$ cat src/rtl/graphics_control.sv
// graphics_control: sequencing FSM for the 8x8 tile-drawing datapath.
// Accepts one tile request at a time on a ready/valid handshake and clamps
// the tile so that it stays inside the 160x120 screen. Each tile is a
// one-cycle load followed by 64 plotted pixels.
// A flash request first draws the tile in white. The tile then holds for
// FLASH_HOLD cycles, or less if cancelled, and is redrawn in its real colour.
// Every output is registered. Each output is decoded from the next state, so
// an output register always agrees with the state register that is loaded
// on the same edge.

module graphics_control #(
  parameter int FLASH_HOLD = 12500000,
  parameter int HOLD_W     = 24
) (
  input  logic       clock,
  input  logic       resetn,
  input  logic       req,
  input  logic [7:0] req_x,
  input  logic [6:0] req_y,
  input  logic [2:0] req_colour,
  input  logic       req_flash,
  input  logic       cancel,
  output logic       ready,
  output logic       done,
  output logic       load,
  output logic       enable,
  output logic       flash,
  output logic [7:0] x_in,
  output logic [7:0] y_in,
  output logic [2:0] colour_in,
  output logic       plot
);

  localparam logic [2:0] ST_IDLE = 3'd0;
  localparam logic [2:0] ST_LOAD = 3'd1;
  localparam logic [2:0] ST_DRAW = 3'd2;
  localparam logic [2:0] ST_HOLD = 3'd3;
  localparam logic [2:0] ST_DONE = 3'd4;

  // The largest top-left corner that still fits an 8x8 tile on 160x120.
  localparam logic [7:0] X_MAX    = 8'd152;
  localparam logic [6:0] Y_MAX    = 7'd112;
  localparam logic [5:0] PIX_LAST = 6'd63;
  localparam logic [HOLD_W-1:0] HOLD_LAST = HOLD_W'(FLASH_HOLD - 1);

  // The x clamp is an 8-bit compare against the last legal tile column.
  function automatic logic [7:0] clamp_x(input logic [7:0] x);
    clamp_x = (x > X_MAX) ? X_MAX : x;
  endfunction

  // The y clamp is a 7-bit compare against the last legal tile row.
  function automatic logic [6:0] clamp_y(input logic [6:0] y);
    clamp_y = (y > Y_MAX) ? Y_MAX : y;
  endfunction

  logic [2:0]        state_r, nxt_state_s;
  logic [5:0]        pix_r, nxt_pix_s;
  logic [HOLD_W-1:0] hold_r, nxt_hold_s;
  logic              pass_r, nxt_pass_s;
  logic [7:0]        cx_r, nxt_cx_s;
  logic [6:0]        cy_r, nxt_cy_s;
  logic [2:0]        ccol_r, nxt_ccol_s;
  logic              cfl_r, nxt_cfl_s;

  logic              ready_r, ready_s;
  logic              done_r, done_s;
  logic              load_r, load_s;
  logic              enable_r, enable_s;
  logic              flash_r, flash_s;
  logic              plot_r, plot_s;
  logic [7:0]        x_in_r, x_in_s;
  logic [7:0]        y_in_r, y_in_s;
  logic [2:0]        colour_in_r, colour_in_s;

  // Next-state logic: request capture, pixel and hold counting, pass tracking.
  always_comb begin
    nxt_state_s = state_r;
    nxt_pix_s   = pix_r;
    nxt_hold_s  = hold_r;
    nxt_pass_s  = pass_r;
    nxt_cx_s    = cx_r;
    nxt_cy_s    = cy_r;
    nxt_ccol_s  = ccol_r;
    nxt_cfl_s   = cfl_r;
    case (state_r)
      ST_IDLE: begin
        if (req) begin
          nxt_state_s = ST_LOAD;
          nxt_cx_s    = clamp_x(req_x);
          nxt_cy_s    = clamp_y(req_y);
          nxt_ccol_s  = req_colour;
          nxt_cfl_s   = req_flash;
        end else begin
          nxt_state_s = ST_IDLE;
        end
      end
      ST_LOAD: begin
        nxt_pix_s   = 6'd0;
        nxt_state_s = ST_DRAW;
      end
      ST_DRAW: begin
        if (pix_r == PIX_LAST) begin
          if (!pass_r && cfl_r) begin
            nxt_state_s = ST_HOLD;
            nxt_hold_s  = '0;
            nxt_pass_s  = 1'b1;
          end else begin
            nxt_state_s = ST_DONE;
          end
        end else begin
          nxt_pix_s = pix_r + 6'd1;
        end
      end
      ST_HOLD: begin
        if ((hold_r == HOLD_LAST) || cancel) begin
          nxt_state_s = ST_LOAD;
        end else begin
          nxt_hold_s = hold_r + HOLD_W'(1);
        end
      end
      ST_DONE: begin
        nxt_pass_s  = 1'b0;
        nxt_state_s = ST_IDLE;
      end
      default: begin
        nxt_pass_s  = 1'b0;
        nxt_state_s = ST_IDLE;
      end
    endcase
  end

  // Output decode from the next state so the output flops line up with state_r.
  always_comb begin
    ready_s     = 1'b0;
    done_s      = 1'b0;
    load_s      = 1'b0;
    enable_s    = 1'b0;
    flash_s     = 1'b0;
    plot_s      = 1'b0;
    x_in_s      = 8'd0;
    y_in_s      = 8'd0;
    colour_in_s = 3'd0;
    case (nxt_state_s)
      ST_IDLE: begin
        ready_s = 1'b1;
      end
      ST_LOAD: begin
        load_s      = 1'b1;
        enable_s    = 1'b1;
        flash_s     = !nxt_pass_s && nxt_cfl_s;
        x_in_s      = nxt_cx_s;
        y_in_s      = {1'b0, nxt_cy_s};
        colour_in_s = nxt_ccol_s;
      end
      ST_DRAW: begin
        enable_s    = 1'b1;
        plot_s      = 1'b1;
        x_in_s      = nxt_cx_s;
        y_in_s      = {1'b0, nxt_cy_s};
        colour_in_s = nxt_ccol_s;
      end
      ST_HOLD: begin
        ready_s = 1'b0;
      end
      ST_DONE: begin
        done_s = 1'b1;
      end
      default: begin
        ready_s = 1'b0;
      end
    endcase
  end

  // State and captured-request registers; reset drops any tile in progress.
  always_ff @(posedge clock or negedge resetn) begin
    if (!resetn) begin
      state_r <= ST_IDLE;
      pix_r   <= 6'd0;
      hold_r  <= '0;
      pass_r  <= 1'b0;
      cx_r    <= 8'd0;
      cy_r    <= 7'd0;
      ccol_r  <= 3'd0;
      cfl_r   <= 1'b0;
    end else begin
      state_r <= nxt_state_s;
      pix_r   <= nxt_pix_s;
      hold_r  <= nxt_hold_s;
      pass_r  <= nxt_pass_s;
      cx_r    <= nxt_cx_s;
      cy_r    <= nxt_cy_s;
      ccol_r  <= nxt_ccol_s;
      cfl_r   <= nxt_cfl_s;
    end
  end

  // Output registers; in reset only ready is high.
  always_ff @(posedge clock or negedge resetn) begin
    if (!resetn) begin
      ready_r     <= 1'b1;
      done_r      <= 1'b0;
      load_r      <= 1'b0;
      enable_r    <= 1'b0;
      flash_r     <= 1'b0;
      plot_r      <= 1'b0;
      x_in_r      <= 8'd0;
      y_in_r      <= 8'd0;
      colour_in_r <= 3'd0;
    end else begin
      ready_r     <= ready_s;
      done_r      <= done_s;
      load_r      <= load_s;
      enable_r    <= enable_s;
      flash_r     <= flash_s;
      plot_r      <= plot_s;
      x_in_r      <= x_in_s;
      y_in_r      <= y_in_s;
      colour_in_r <= colour_in_s;
    end
  end

  assign ready     = ready_r;
  assign done      = done_r;
  assign load      = load_r;
  assign enable    = enable_r;
  assign flash     = flash_r;
  assign plot      = plot_r;
  assign x_in      = x_in_r;
  assign y_in      = y_in_r;
  assign colour_in = colour_in_r;

  graphics_control_checker u_checker (
    .clock  (clock),
    .resetn (resetn),
    .ready  (ready_r),
    .done   (done_r),
    .load   (load_r),
    .enable (enable_r),
    .plot   (plot_r),
    .x_in   (x_in_r),
    .y_in   (y_in_r)
  );

endmodule

// graphics_control_checker: output-contention and range invariants.
module graphics_control_checker (
  input logic       clock,
  input logic       resetn,
  input logic       ready,
  input logic       done,
  input logic       load,
  input logic       enable,
  input logic       plot,
  input logic [7:0] x_in,
  input logic [7:0] y_in
);

  // Check the invariants on every clock edge outside reset.
  always @(posedge clock) begin
    if (resetn) begin
      assert (!(load && plot));
      assert (!plot || enable);
      assert (y_in[7] == 1'b0);
      assert (x_in <= 8'd152);
      assert (y_in <= 8'd112);
      assert (!ready || !(load || plot || done || enable));
    end
  end

endmodule
$ cat config.mk
export PLATFORM = sky130hd
export DESIGN_NAME = graphics_control
export DESIGN_NICKNAME = d
export VERILOG_FILES = /design/src/rtl/graphics_control.sv
export SDC_FILE = /design/constraint.sdc
export NUM_CORES = 1
export LEC_CHECK = 0
export CAP_MARGIN = 15
export CORE_AREA = 5 5 116 96
export CTS_CLUSTER_SIZE = 16
export DETAILED_ROUTE_END_ITERATION = 10
export DIE_AREA = 0 0 121 101
export PLACE_DENSITY = 0.6
export REMOVE_ABC_BUFFERS = 1
export SYNTH_ARGS = -nofsm -noshare
export SYNTH_HDL_FRONTEND = slang
export SYNTH_SLANG_ARGS = --single-unit
$ cat constraint.sdc
create_clock -name clock -period 3.7 [get_ports clock]
set_input_delay 0.74 -clock clock [delete_from_list [all_inputs] [get_ports clock]]
set_output_delay 0.74 -clock clock [all_outputs]
set_load 0.02 [all_outputs]
==> results of run 1 <==
-- worst max path at each step --
stage | cells past startpoint | start | slack [ns] | to
after CTS | 6 | pix_r[0]$_DFFE_PN0P_ | 1.25 | hold_r[8]$_DFFE_PN0P_
after global routing | 6 | pix_r[0]$_DFFE_PN0P_ | 1.04 | hold_r[8]$_DFFE_PN0P_
after global placement | 6 | cancel | 0.97 | hold_r[23]$_DFFE_PN0P_
after detailed placement | 6 | cancel | 0.91 | hold_r[15]$_DFFE_PN0P_
final | 6 | pix_r[0]$_DFFE_PN0P_ | 1.25 | hold_r[8]$_DFFE_PN0P_
after floorplan | 4 | state_r[2]$_DFF_PN0_ | 1.41 | hold_r[12]$_DFFE_PN0P_
-- placed cells by master, fill, tap and decap left out, drive strengths merged, types with 3 or more instances in the layout --
cell            n
or3            17
xor2            5
o21ai          23
a22oi           4
clkbuf         11
nor2           26
nand3          14
nand2b          3
clkdlybuf4s50  45
a21oi          30
o21a            3
and3            7
a211oi          4
o211ai          3
and4            3
dfrtp          76
inv            16
buf             5
nor4b           3
nand2          52
nand4           8
xnor2           4
nand3b          3
-- layout make-up --
cell class                 count  area, um2  area share
clock buffer                  11      232.7     0.05453
tap                          140      175.2     0.04104
inverter                      15      56.30     0.01319
multi-input combinational    237       1328      0.3111
clock inverter                 5      60.06     0.01407
timing repair buffer          50      488.0      0.1143
sequential                    77       1928      0.4518
-- flip-flops by register name (all words and copies together), names as in the netlist, 3 cells and up --
| name | flops |
|---|---|
| x_in | 8 |
| cy_r | 7 |
| state_r | 3 |
| ccol_r | 3 |
| y_in | 7 |
| colour_in | 3 |
| pix_r | 6 |
| hold_r | 24 |
| cx_r | 8 |
-- per-layer routing --
| layer | vias up | global-route usage | share of wire |
|---|---|---|---|
| li1 | 1290 | - | - |
| met4 | 0 | 0.05314 | 0.020 |
| met1 | 1258 | 0.1906 | 0.51 |
| met2 | 55 | 0.1866 | 0.40 |
| met3 | 13 | 0.05780 | 0.069 |
| met5 | - | 0 | 0 |
-- per-stage QoR --
| step | total power, uW | hold WS (ns) | instance area, um2 | util |
|---|---|---|---|---|
| detailed placement | 2213 | 0.4506 | 3975 | 0.3995 |
| CTS | 3106 | 0.4639 | 4268 | 0.4289 |
| finish | 3065 | 0.4616 | 4268 | 0.4289 |
| global route | 3271 | 0.4896 | 4268 | 0.4289 |
| floorplan | 1787 | 0.4327 | 3307 | - |
| global placement | 2202 | 0.4446 | 3975 | 0.3995 |
-- power groups by stage --
stage | clock, uW | combinational [uW] | sequential (uW)
3_3_place_gp | 0 | 963 | 1240
2_1_floorplan | 0 | 455 | 1330
5_1_grt | 928 | 1090 | 1250
3_5_place_dp | 0 | 978 | 1230
4_1_cts | 899 | 981 | 1230
6_report | 872 | 968 | 1220
-- cells by family (layout without fill, tap and decap cells) --
group           after synthesis  after routing
simple gates                148            148
flops                        77             77
other cells                   1              1
buf+inv                      27             81
fa+ha+maj                     2              2
compound gates               77             77
xor+xnor                      9              9
-- worst register-to-register path, delay by kind of cell, from the launching register on --
family	cells	cell delay, ns
flip-flops	1	0.44
AND/OR/NAND/NOR	2	0.63
adder cells (fa/ha/maj)	1	0.29
AO/OA/AOI/OAI	3	1.02
==> flow_metrics.env, run 1 <==
export IMPL_worst_path_max_fanout=14
export IMPL_synth_top_family_by_area="simple AND/OR/NAND/NOR gates"
export IMPL_synthMostInstantiatedCell="sky130_fd_sc_hd__dfrtp_1"
export IMPL_rr_startpoint="pix_r[0]$_DFFE_PN0P_"
export IMPL_r2r_slack_ns=1.25
export IMPL_worst_path_buf_inv=0
export IMPL_pwr_share_clk=0.285
export IMPL_synth_top_cells_by_area="sky130_fd_sc_hd__dfrtp_1 57%, sky130_fd_sc_hd__nand2_1 5.8%, sky130_fd_sc_hd__a21oi_1 4.3%"
export IMPL_synth_top_area_cell="sky130_fd_sc_hd__dfrtp_1"
export IMPL_yosys_warnings=0
export IMPL_synth_compound_area_frac=0.1383
export IMPL_clock_root_buffer="sky130_fd_sc_hd__clkbuf_16"
export IMPL_clkSlewWorstSetupHoldPaths_ns=0.06
export IMPL_critPathRequiredTime_ns=3.96
export IMPL_dieHeight_um=101
export IMPL_clock_skew_ns=0.006819
export IMPL_fraction_of_power_consumed_by_combinational_cells=0.316
export IMPL_max_freq_mhz=407.4
export IMPL_cts_htree_levels=3
export IMPL_syn_instance_count=341
export IMPL_timing_hold_worst_endpoint="cx_r[6]$_DFF_PN0_"
export IMPL_io_pins=48
export IMPL_die_w_um=121
export IMPL_final_report_max_slew_violation_count=0
export IMPL_setup_ws_ns=1.246
export IMPL_syn_cell_area_um2=3357
export IMPL_p_per_area_nw_per_um2=718.1
export IMPL_floorplan_die_area_um2=12220
export IMPL_worst_ep_arrival_time_ns=2.71
export IMPL_antenna_cells=0
export IMPL_worstHoldPathCells=2
export IMPL_ys_types=43
export IMPL_detailedPlace_worstSlack_ns=0.9147
export IMPL_slew_headroom=0.3496
export IMPL_core_area_um2=9951
export IMPL_grt_pass1_wl_mm=13.25
export IMPL_grt_setup_unrepaired="false"
export IMPL_number_of_global_route_vias_before_repair=2660
export IMPL_crit_reg2reg_capture="hold_r[8]$_DFFE_PN0P_"
export IMPL_min_path_type="flop to flop"
export IMPL_gpl_final_weighted_congestion=0.8054
export IMPL_run_status="completed"
export IMPL_final_layout_size_suffix_gt1_frac=0.07089
export IMPL_clock_sink_count=77
export IMPL_postSynth_asyncResetShare=1.000
export IMPL_post_place_cells=519
export IMPL_row_count=33
export IMPL_endpoint_kind="flop"
export IMPL_postSynthAreaPerCell_um2=9.844
export IMPL_timing_critical_path_cells="ha_1, nand2_1, o31ai_4, o211ai_1, or3_1, a21oi_1"
export IMPL_worst_path_dominant_cell_family="compound AO/OA/AOI/OAI gates"
export IMPL_timing_worst_slew_pin_value_ns=0.9756
export IMPL_cts_path_max_buffers=2
export IMPL_synth_edf_count=0
export IMPL_synthSimpleGateAreaFrac=0.2236
export IMPL_final_setup_viol_count=0
export IMPL_ys_seq_area_frac=0.5744
export IMPL_drt_antenna_violating_nets=0
export IMPL_synth_main_ff_cell="sky130_fd_sc_hd__dfrtp_1"
export IMPL_routed_wire_length_per_instance_um=14.07
export IMPL_tritoncts="done"
export IMPL_worstRegToRegCells=6
export IMPL_min_from="cx_r[6]$_DFF_PN0_"
export IMPL_detail_route_iter0_violations=196
export IMPL_critPathKind="flop to flop"
export IMPL_power_ir_vdd_worst_mv=0.3310
export IMPL_routed_via_count=2616
export IMPL_synthAdderAreaFrac=0.007454
export IMPL_gr_usage_all_layers=0.1367
export IMPL_area_growth_synth_to_final_pct=27.13
export IMPL_cpPeakStageDelay_ns=0.47
export IMPL_starting_density_of_the_core=0.3374
export IMPL_via_to_cell_ratio=4.890
export IMPL_crit_path_start_kind="flop"
export IMPL_total_switching_power_uw=1045
export IMPL_detailedPlacementHpwl_mm=5.098
export IMPL_p_leak_uw=0.001877
export IMPL_post_cts_setup_buffers=0
export IMPL_timing_max_cap_violations=0
export IMPL_detail_route_drc_violations=0
export IMPL_cts_hold_buf=0
export IMPL_worstSkewPairLatency_ns=0.34
export IMPL_number_of_antenna_violations_at_the_first_check_in_global_routing=0
export IMPL_critPathSlowestCell="sky130_fd_sc_hd__or3_1"
export IMPL_synth_xor_area_frac=0.02348
export IMPL_postRouteWirelength_mm=7.528
export IMPL_synth_seq_cells=77
export IMPL_filler_cell_count=960
export IMPL_min_period_ns=2.454
export IMPL_timing_hold_violations_final=0
export IMPL_grt_overflow_total=0
export IMPL_grt_max_degree=78
export IMPL_finalNonFillerCells=535
export IMPL_synth_area_mux_share=0
export IMPL_portion_of_the_clock_cycle_consumed_by_the_worst_path_in_the_final_layout=0.6633
export IMPL_design_final_nets=415
export IMPL_tns_ns=0
export IMPL_power_report_internal_total_uw=2020
export IMPL_synth_top_area_frac=0.5665
export IMPL_ys_top_cells_by_count="76 x sky130_fd_sc_hd__dfrtp_1, 52 x sky130_fd_sc_hd__nand2_1, 29 x sky130_fd_sc_hd__a21oi_1, 26 x sky130_fd_sc_hd__nor2_1, 21 x sky130_fd_sc_hd__o21ai_0"
export IMPL_detailedRoute_firstPassIterationCount=4
export IMPL_port_buffer_count=46
export IMPL_p_sw_frac=0.3409
export IMPL_post_cts_resize_count=0
export IMPL_pwr_share_seq=0.400
export IMPL_number_of_buffers_created_by_cts=9
(Power assumes the default switching activity.)
==> run 2, diff against run 1 <==
==> constraint.sdc (replaced) <==
create_clock -name clock -period 2.6 [get_ports clock]
set_input_delay 0.52 -clock clock [delete_from_list [all_inputs] [get_ports clock]]
set_output_delay 0.52 -clock clock [all_outputs]
set_load 0.02 [all_outputs]
==> run 2 against run 1 <==
  * Non-clock buffer count increased by 4
  * Critical path depth unchanged
  * Clock skew rose by 0.0042 ns
  * Worst setup slack worse by 0.87 ns
  * Via count is 0.69% higher
  * Sequential share of layout area decreased by 0.61 points
==> flow_metrics.env, run 2 (synthesis gave the netlist of run 1 again) <==
export IMPL_min_path_type="input port to asynchronous set/reset pin"
export IMPL_max_freq_mhz=450.3
export IMPL_grt_max_degree=78
export IMPL_critPathRequiredTime_ns=2.86
export IMPL_gpl_final_weighted_congestion=0.8335
export IMPL_grt_setup_unrepaired="false"
export IMPL_run_status="completed"
export IMPL_timing_worst_slew_pin_value_ns=0.9820
export IMPL_tritoncts="done"
export IMPL_min_period_ns=2.221
export IMPL_filler_cell_count=976
export IMPL_clkSlewWorstSetupHoldPaths_ns=0.06
export IMPL_r2r_slack_ns=0.38
export IMPL_place_area_um2=4018
export IMPL_detail_route_drc_violations=0
export IMPL_antenna_cells=0
export IMPL_final_layout_size_suffix_gt1_frac=0.08521
export IMPL_worst_path_buf_inv=0
export IMPL_worst_ep_arrival_time_ns=2.48
export IMPL_clock_sink_count=77
export IMPL_routed_via_count=2634
export IMPL_critical_path_startpoint="pix_r[0]$_DFFE_PN0P_"
export IMPL_floorplan_die_area_um2=12220
export IMPL_timing_max_cap_violations=0
export IMPL_max_reg_flops=24
export IMPL_design_final_nets=419
export IMPL_dieHeight_um=101
export IMPL_postRouteWirelength_mm=7.413
export IMPL_number_of_antenna_violations_at_the_first_check_in_global_routing=0
export IMPL_number_of_buffers_created_by_cts=9
export IMPL_core_area_um2=9951
export IMPL_detailedPlacementHpwl_mm=4.988
export IMPL_post_cts_resize_count=0
export IMPL_crit_reg2reg_capture="hold_r[3]$_DFFE_PN0P_"
export IMPL_worst_path_dominant_cell_family="compound AO/OA/AOI/OAI gates"
export IMPL_detailedPlace_worstSlack_ns=0.1317
export IMPL_area_growth_synth_to_final_pct=28.89
export IMPL_layout_cells_most_common="sky130_fd_sc_hd__dfrtp_1"
export IMPL_starting_density_of_the_core=0.3374
export IMPL_clock_skew_ns=0.01105
export IMPL_worst_setup_path_endpoint="hold_r[3]$_DFFE_PN0P_"
export IMPL_timing_critical_path_cells="ha_1, nand2_1, o31ai_4, o211ai_1, or3_1, a21oi_1"
export IMPL_portion_of_the_clock_cycle_consumed_by_the_worst_path_in_the_final_layout=0.8542
export IMPL_p_per_area_nw_per_um2=1030
export IMPL_post_cts_setup_buffers=0
export IMPL_final_report_max_slew_violation_count=0
export IMPL_die_w_um=121
export IMPL_p_leak_uw=0.001915
export IMPL_largestRegisters="hold_r (24), cx_r (8), x_in (8)"
export IMPL_routed_wire_length_per_instance_um=13.75
export IMPL_port_buffer_count=46
export IMPL_drt_antenna_violating_nets=0
export IMPL_detailedRoute_firstPassIterationCount=4
export IMPL_timing_hold_violations_final=0
export IMPL_endpoint_kind="flop"
export IMPL_power_ir_vdd_worst_mv=0.6234
export IMPL_final_setup_viol_count=0
export IMPL_row_count=33
export IMPL_number_of_global_route_vias_before_repair=2625
export IMPL_cts_path_max_buffers=2
export IMPL_cell_count_along_the_critical_path=6
export IMPL_slew_headroom=0.3453
export IMPL_finish_instance_area_um2=4327
export IMPL_worst_path_max_fanout=14
export IMPL_most_common_layout_cells="76 x sky130_fd_sc_hd__dfrtp_1, 52 x sky130_fd_sc_hd__nand2_1, 45 x sky130_fd_sc_hd__clkdlybuf4s50_1, 29 x sky130_fd_sc_hd__a21oi_1, 26 x sky130_fd_sc_hd__nor2_1"
export IMPL_tns_ns=0
export IMPL_rr_startpoint="pix_r[0]$_DFFE_PN0P_"
export IMPL_cts_hold_buf=0
export IMPL_crit_path_start_kind="flop"
export IMPL_grt_overflow_total=0
export IMPL_detail_route_iter0_violations=200
export IMPL_cts_htree_levels=3
export IMPL_io_pins=48
export IMPL_clock_root_buffer="sky130_fd_sc_hd__clkbuf_16"
export IMPL_gr_usage_all_layers=0.1316
export IMPL_grt_pass1_wl_mm=12.57
export IMPL_register_ranked_first_by_flip_flop_count="hold_r"
export IMPL_worstRegToRegCells=6
export IMPL_critPathKind="flop to flop"
export IMPL_via_to_cell_ratio=4.887
export IMPL_setup_ws_ns=0.3792
export IMPL_cpPeakStageDelay_ns=0.46
export IMPL_worstSkewPairLatency_ns=0.34
export IMPL_critPathSlowestCell="sky130_fd_sc_hd__or3_1"
## run 2: worst min path at each step
stage	startpoint	end	slack, ns	depth (start not counted)
after detailed placement	cx_r[5]$_DFF_PN0_	cx_r[5]$_DFF_PN0_	0.45	2
after floorplan	resetn	ccol_r[0]$_DFF_PN0_	0.22	0
after global routing	resetn	cx_r[5]$_DFF_PN0_	0.42	1
after CTS	resetn	cx_r[3]$_DFF_PN0_	0.38	1
final	resetn	x_in[3]$_DFF_PN0_	0.31	1
after global placement	cx_r[5]$_DFF_PN0_	cx_r[5]$_DFF_PN0_	0.45	2
## run 2: layout make-up
cell class,count,area (um2),area share
multi-input cells,237,1328,0.3068
repair buffers,54,530.5,0.1226
inverters,15,56.30,0.01301
clock inverters,6,70.07,0.01619
well taps,140,175.2,0.04049
clock buffers,10,239.0,0.05523
flip-flops and latches,77,1928,0.4456
## run 2: through the flow
step	hold slack [ns]	instances	utilization	power [uW]
2_1_floorplan	0.2244	329	-	2543
3_3_place_gp	0.4453	523	0.4037	3189
3_5_place_dp	0.4513	523	0.4037	3207
4_1_cts	0.3772	539	0.4348	4519
5_1_grt	0.4200	539	0.4348	4749
6_report	0.3080	539	0.4348	4456
## run 2: power by group
| part | internal [uW] | switching, uW |
|---|---|---|
| clock network | 777 | 510 |
| registers | 1540 | 193 |
| logic | 629 | 804 |
## run 2: layer usage
metal  global-route usage  wire, um
met4              0.04965       118
met2               0.1772      3035
met1               0.1789      3580
met3              0.06734       678
met5                    0         0
